===== src/rtl/fetch_ctrl.sv =====
// Instruction-fetch sequencer: PC enable/select, imem req/ack, redirects, stalls, halt.
// Optional STALL_CNT_EN adds a saturating stall_cycles counter output.
module fetch_ctrl #(
    parameter int BOOT_CYCLES = 2,
    parameter int CNT_W       = 32
) (
    input  logic             clk,
    input  logic             reset,
    input  logic             imem_ack,
    input  logic             load_use_stall,
    input  logic             branch_taken,
    input  logic             jr_id,
    input  logic             jump_id,
    input  logic             halt,
    output logic             imem_req,
    output logic             pc_write,
    output logic [1:0]       pc_src,
    output logic             ifid_write,
    output logic             ifid_flush,
    output logic             idex_flush,
`ifdef STALL_CNT_EN
    output logic [CNT_W-1:0] stall_cycles,
`endif
    output logic             halted
);

    localparam logic [1:0] ST_BOOT  = 2'd0;
    localparam logic [1:0] ST_FETCH = 2'd1;
    localparam logic [1:0] ST_DRAIN = 2'd2;
    localparam logic [1:0] ST_HALT  = 2'd3;

    localparam logic [1:0] SRC_SEQ  = 2'd0;
    localparam logic [1:0] SRC_JUMP = 2'd1;
    localparam logic [1:0] SRC_BEQ  = 2'd2;
    localparam logic [1:0] SRC_JR   = 2'd3;

    localparam logic [3:0] BOOT_LAST = 4'(BOOT_CYCLES - 1);

    if (BOOT_CYCLES < 1 || BOOT_CYCLES > 15 || CNT_W < 1) begin : g_bad_param
        $error("fetch_ctrl: BOOT_CYCLES must be 1..15 and CNT_W >= 1");
    end

    logic [1:0] r_state;
    logic [3:0] r_boot_cnt;
    logic       r_squash;
    logic       w_redirect;

    // A stalled jr/j is not a redirect yet; only a taken branch beats the stall.
    assign w_redirect = (r_state == ST_FETCH) &&
                        (branch_taken || (!load_use_stall && (jr_id || jump_id)));

    // NOTE: every output gets a default first so no path through the case infers a latch.
    always_comb begin
        imem_req   = 1'b0;
        pc_write   = 1'b0;
        pc_src     = SRC_SEQ;
        ifid_write = 1'b0;
        ifid_flush = 1'b0;
        idex_flush = 1'b0;
        halted     = 1'b0;
        case (r_state)
            ST_FETCH: begin
                imem_req = 1'b1;
                if (branch_taken) begin
                    pc_write   = 1'b1;
                    pc_src     = SRC_BEQ;
                    ifid_flush = 1'b1;
                    idex_flush = 1'b1;
                end else if (load_use_stall) begin
                    idex_flush = 1'b1;
                end else if (jr_id) begin
                    pc_write   = 1'b1;
                    pc_src     = SRC_JR;
                    ifid_flush = 1'b1;
                end else if (jump_id) begin
                    pc_write   = 1'b1;
                    pc_src     = SRC_JUMP;
                    ifid_flush = 1'b1;
                end else if (imem_ack && !r_squash) begin
                    pc_write   = 1'b1;
                    ifid_write = 1'b1;
                end
            end
            ST_DRAIN: imem_req = 1'b1;
            ST_HALT:  halted   = 1'b1;
            default:  ;
        endcase
        // IF/ID holds a nop while reset is asserted.
        if (!reset) ifid_flush = 1'b1;
    end

    // NOTE: sequential state uses non-blocking assignments so every flop samples pre-edge values.
    always_ff @(posedge clk or negedge reset) begin
        if (!reset) begin
            r_state    <= ST_BOOT;
            r_boot_cnt <= 4'd0;
            r_squash   <= 1'b0;
        end else begin
            case (r_state)
                ST_BOOT: begin
                    if (r_boot_cnt == BOOT_LAST) r_state <= ST_FETCH;
                    else                         r_boot_cnt <= r_boot_cnt + 4'd1;
                end
                ST_FETCH: begin
                    // A redirect without the ack leaves a wrong-path fetch in flight.
                    if (w_redirect) begin
                        if (!imem_ack) r_squash <= 1'b1;
                    end else if (!load_use_stall && imem_ack) begin
                        r_squash <= 1'b0;
                    end
                    if (halt) r_state <= imem_ack ? ST_HALT : ST_DRAIN;
                end
                ST_DRAIN: if (imem_ack) r_state <= ST_HALT;
                default:  ;
            endcase
        end
    end

`ifdef STALL_CNT_EN
    logic [CNT_W-1:0] r_stall_cnt;

    always_ff @(posedge clk or negedge reset) begin
        if (!reset) begin
            r_stall_cnt <= '0;
        end else if ((r_state == ST_FETCH || r_state == ST_DRAIN) && !pc_write &&
                     r_stall_cnt != '1) begin
            r_stall_cnt <= r_stall_cnt + 1'b1;
        end
    end

    assign stall_cycles = r_stall_cnt;
`endif

endmodule


===== config.mk =====
export PLATFORM = sky130hd
export DESIGN_NAME = fetch_ctrl
export DESIGN_NICKNAME = d
export VERILOG_FILES = /design/src/rtl/fetch_ctrl.sv
export SDC_FILE = /design/constraint.sdc
export NUM_CORES = 1
export LEC_CHECK = 0
export ABC_AREA = 1
export CAP_MARGIN = 15
export CORE_AREA = 2 2 39 41
export DETAILED_ROUTE_END_ITERATION = 12
export DIE_AREA = 0 0 41 43
export GPL_TIMING_DRIVEN = 0
export PLACE_DENSITY = 0.73
export SYNTH_ARGS = -nofsm -noshare
export SYNTH_HDL_FRONTEND = slang
export SYNTH_SLANG_ARGS = --single-unit

===== constraint.sdc =====
create_clock -name clk -period 2.05 [get_ports clk]
set_clock_uncertainty 0.15 [all_clocks]
set_input_delay 0.3075 -clock clk [delete_from_list [all_inputs] [get_ports clk]]
set_output_delay 0.3075 -clock clk [all_outputs]
set_load 0.005 [all_outputs]

==> out/results.ini, run 1 <==
[power]
leakagePower_nw=0.431
peakVddDrop_v=0.000774
pwr_density_cell_nw_per_um2=1170

[global_route]
grt_usage=0.152
antenna_found_initial=0
grt_max_degree=9
grt_pass1_vias=477
grt_pass1_wl_um=1840
grt_overflow=0

[worst_setup_path]
cp_max_fo=6
worstSetupStartpoint=r_state[0]
cp_cell_sequence=ha_4, nand2_1, inv_1, nor2_2, o31ai_1, dlygate4sd2_1
crit_required_ns=1.59
cp_data_arrival_time_ns=1.51
reg2reg_from=r_state[1]
crit_path_top_delay_cell=dfrtp_2
crit_family=flip-flops
start_kind=flip-flop
rrSetupSlack_ns=0.50
r2r_end=r_state[0]
setup.worst_path.end=pc_write
path_buf_inv=2
crit_cells=6
crit_type=reg -> out
ff2ff_path_depth=10
slowest_delay_ns=0.44
worst_setup_path_end_kind=output port

[finish]
utilization=0.552
stdcell_count=107
synthToLayoutAreaGrowth_pct=50.1
fin_area_um2=764
fin_nets=106
fill_cells=139
drive_gt1_frac=0.176
antenna_cells=0

[routing]
routed_via_density=4.71
drc=0
drt_iter0_drc=5
detailedRoute.firstPassIterationCount=4
wl_um=1050
ant_nets=0
via_count=504
wl_per_cell_um=9.79

[floorplan]
fp.dieH_um=43
initial_core_util=0.368
rows=14
ios=16
dieArea_um2=1760
die_w_um=41
core_um2=1380

[yosys]
syn_inst=69
ys_warn_count=0
syn_area_um2=509
synth.top_cell.area_share=0.344
yosys_register_bits=7
synth_nets=83
synth.area.top_cells=dfrtp_1 34%, ha_1 15%, nand2_1 13%, inv_1 8.8%, xnor2_1 5.2%
ys_types=15
postSynthAreaPerCell_um2=7.38
synth-seq-area-share=0.344
yosys.area.top_type=dfrtp_1

[clock_network]
clkLatencyLatePin_ns=0.26
cts_inserted_buffers=3
path_clk_slew_ns=0.05
clockRootBuffer=clkbuf_4
cts_buffer_depth=2
htreeDepth=1
ctsHoldBuffers=0
cts_tree=built
clock-sinks=7

[run_status]
outcome=complete, no violations

[sta]
tns_ns=0
setup_ws_ns=0.0872
slew-limit-headroom=0.766
hold_violations=0
min_period_over_period=0.957
fin_crit_ns=1.96
tightest_slew_ns=0.350
slew_viol_final=0
fmax_ghz=0.509
report.final.setup_viol=0

[placement]
place_inst=100
place_area_um2=679
dpl.hpwl_um=825
dp_slack_ns=-0.145
portBuffers=15
gp_congestion=0.741

[worst_hold_path]
min_path_type=in -> async

[flow_run]
max_cap_violations=0

[per-layer routing]
layer	routed length [um]	global-route usage	vias to the layer above
met5	0	0	-
met4	60	0.0933	0
met3	52	0.0314	8
met2	506	0.234	14
met1	427	0.183	225
li1	-	-	257
[metrics by stage]
| stage | total power, W | hold slack, ns |
|---|---|---|
| global route | 0.000990 | 0.217 |
| global placement | 0.000674 | 0.310 |
| finish | 0.000894 | 0.170 |
| CTS | 0.000877 | 0.180 |
| detailed placement | 0.000677 | 0.323 |
| floorplan | 0.000487 | -0.138 |
[logic make-up (layout without fill, tap and decap cells)]
kind of cell,after synthesis,count (layout),share of synthesized area
adders and majority gates,6,6,0.147
xor gates and xnor gates,3,3,0.0516
AOI/OAI and AO/OA,5,5,0.0590
DFF,7,7,0.344
buffers and inverters,12,34,0.0884
and+or+nand+nor,36,36,0.310
[worst min-delay path by stage]
stage,from,endpoint,slack (ns),cells after the start
after CTS,reset,r_boot_cnt[3],0.18,1
after global routing,reset,r_boot_cnt[0],0.22,1
after floorplan,reset,r_boot_cnt[0],-0.14,0
final,reset,r_boot_cnt[3],0.17,1
after global placement,r_boot_cnt[3],r_boot_cnt[3],0.31,1
after detailed placement,r_boot_cnt[3],r_boot_cnt[3],0.32,1
[where the power goes]
| part | switching [W] | internal, W | leakage [nW] |
|---|---|---|---|
| Combinational | 0.000270 | 0.000293 | 0.328 |
| Clock | 0.0000561 | 0.0000746 | 0.0150 |
| Sequential | 0.0000306 | 0.000170 | 0.0872 |
[placed cells by master (no fill, tap or decap), types with 4 or more instances in the layout]
cell             count
clkdlybuf4s50_1      8
nor2_1               5
dlygate4sd2_1        4
nand3_1              4
nand2_1             18
nor2_2               4
inv_1               11
dfrtp_1              6
ha_1                 4
[sequential cells by signal, indices dropped and copies added (netlist names)]
register	cells
r_boot_cnt	4
r_squash	1
r_state	2
[area by class of cell]
| class | count | area, um^2 | share of cell area |
|---|---|---|---|
| clock buffer | 4 | 26.3 | 0.0344 |
| inverter | 12 | 45.0 | 0.0589 |
| multi-input combinational | 50 | 322 | 0.421 |
| sequential | 7 | 176 | 0.231 |
| tap | 16 | 20.0 | 0.0262 |
| timing repair buffer | 18 | 175 | 0.229 |
[Yosys cell counts]
cell type  number
o31ai_1         1
nor3_1          2
ha_1            6
dfrtp_1         7
nand2_2         2
o21ai_1         1
inv_1          12
xnor2_1         3
o21bai_1        1
nor2_2          3
nand4_1         1
o21ai_0         2
nand2_1        18
nand3_1         4
nor2_1          6
[what timing repair did]
| item | in CTS | in global routing |
|---|---|---|
| gates resized for setup | 10 | 4 |
| endpoints found under the setup margin | 7 | 5 |
| setup buffers | 1 | 2 |
[worst register-to-register path, stage by stage, from the launching register on]
cell and delay, ns:
dfrtp_1 0.37, inv_2 0.07, buf_4 0.14, ha_4 0.27, inv_1 0.04, nand2_1 0.05
nand2_1 0.06, nor2_2 0.12, nand2_1 0.08, nand2_1 0.06, nand2_1 0.04
No activity file was read; power rests on OpenSTA's default activity.
==> inputs of run 2 (changes only) <==
--- a/config.mk
+++ b/config.mk
@@ -10,6 +10,7 @@
 export CORE_AREA = 2 2 39 41
 export DETAILED_ROUTE_END_ITERATION = 12
 export DIE_AREA = 0 0 41 43
+export GPL_ROUTABILITY_DRIVEN = 0
 export GPL_TIMING_DRIVEN = 0
 export PLACE_DENSITY = 0.73
 export SYNTH_ARGS = -nofsm -noshare
==> results of run 2 <==
Same layout as run 1: the final DEF is identical, and so are final timing and power.
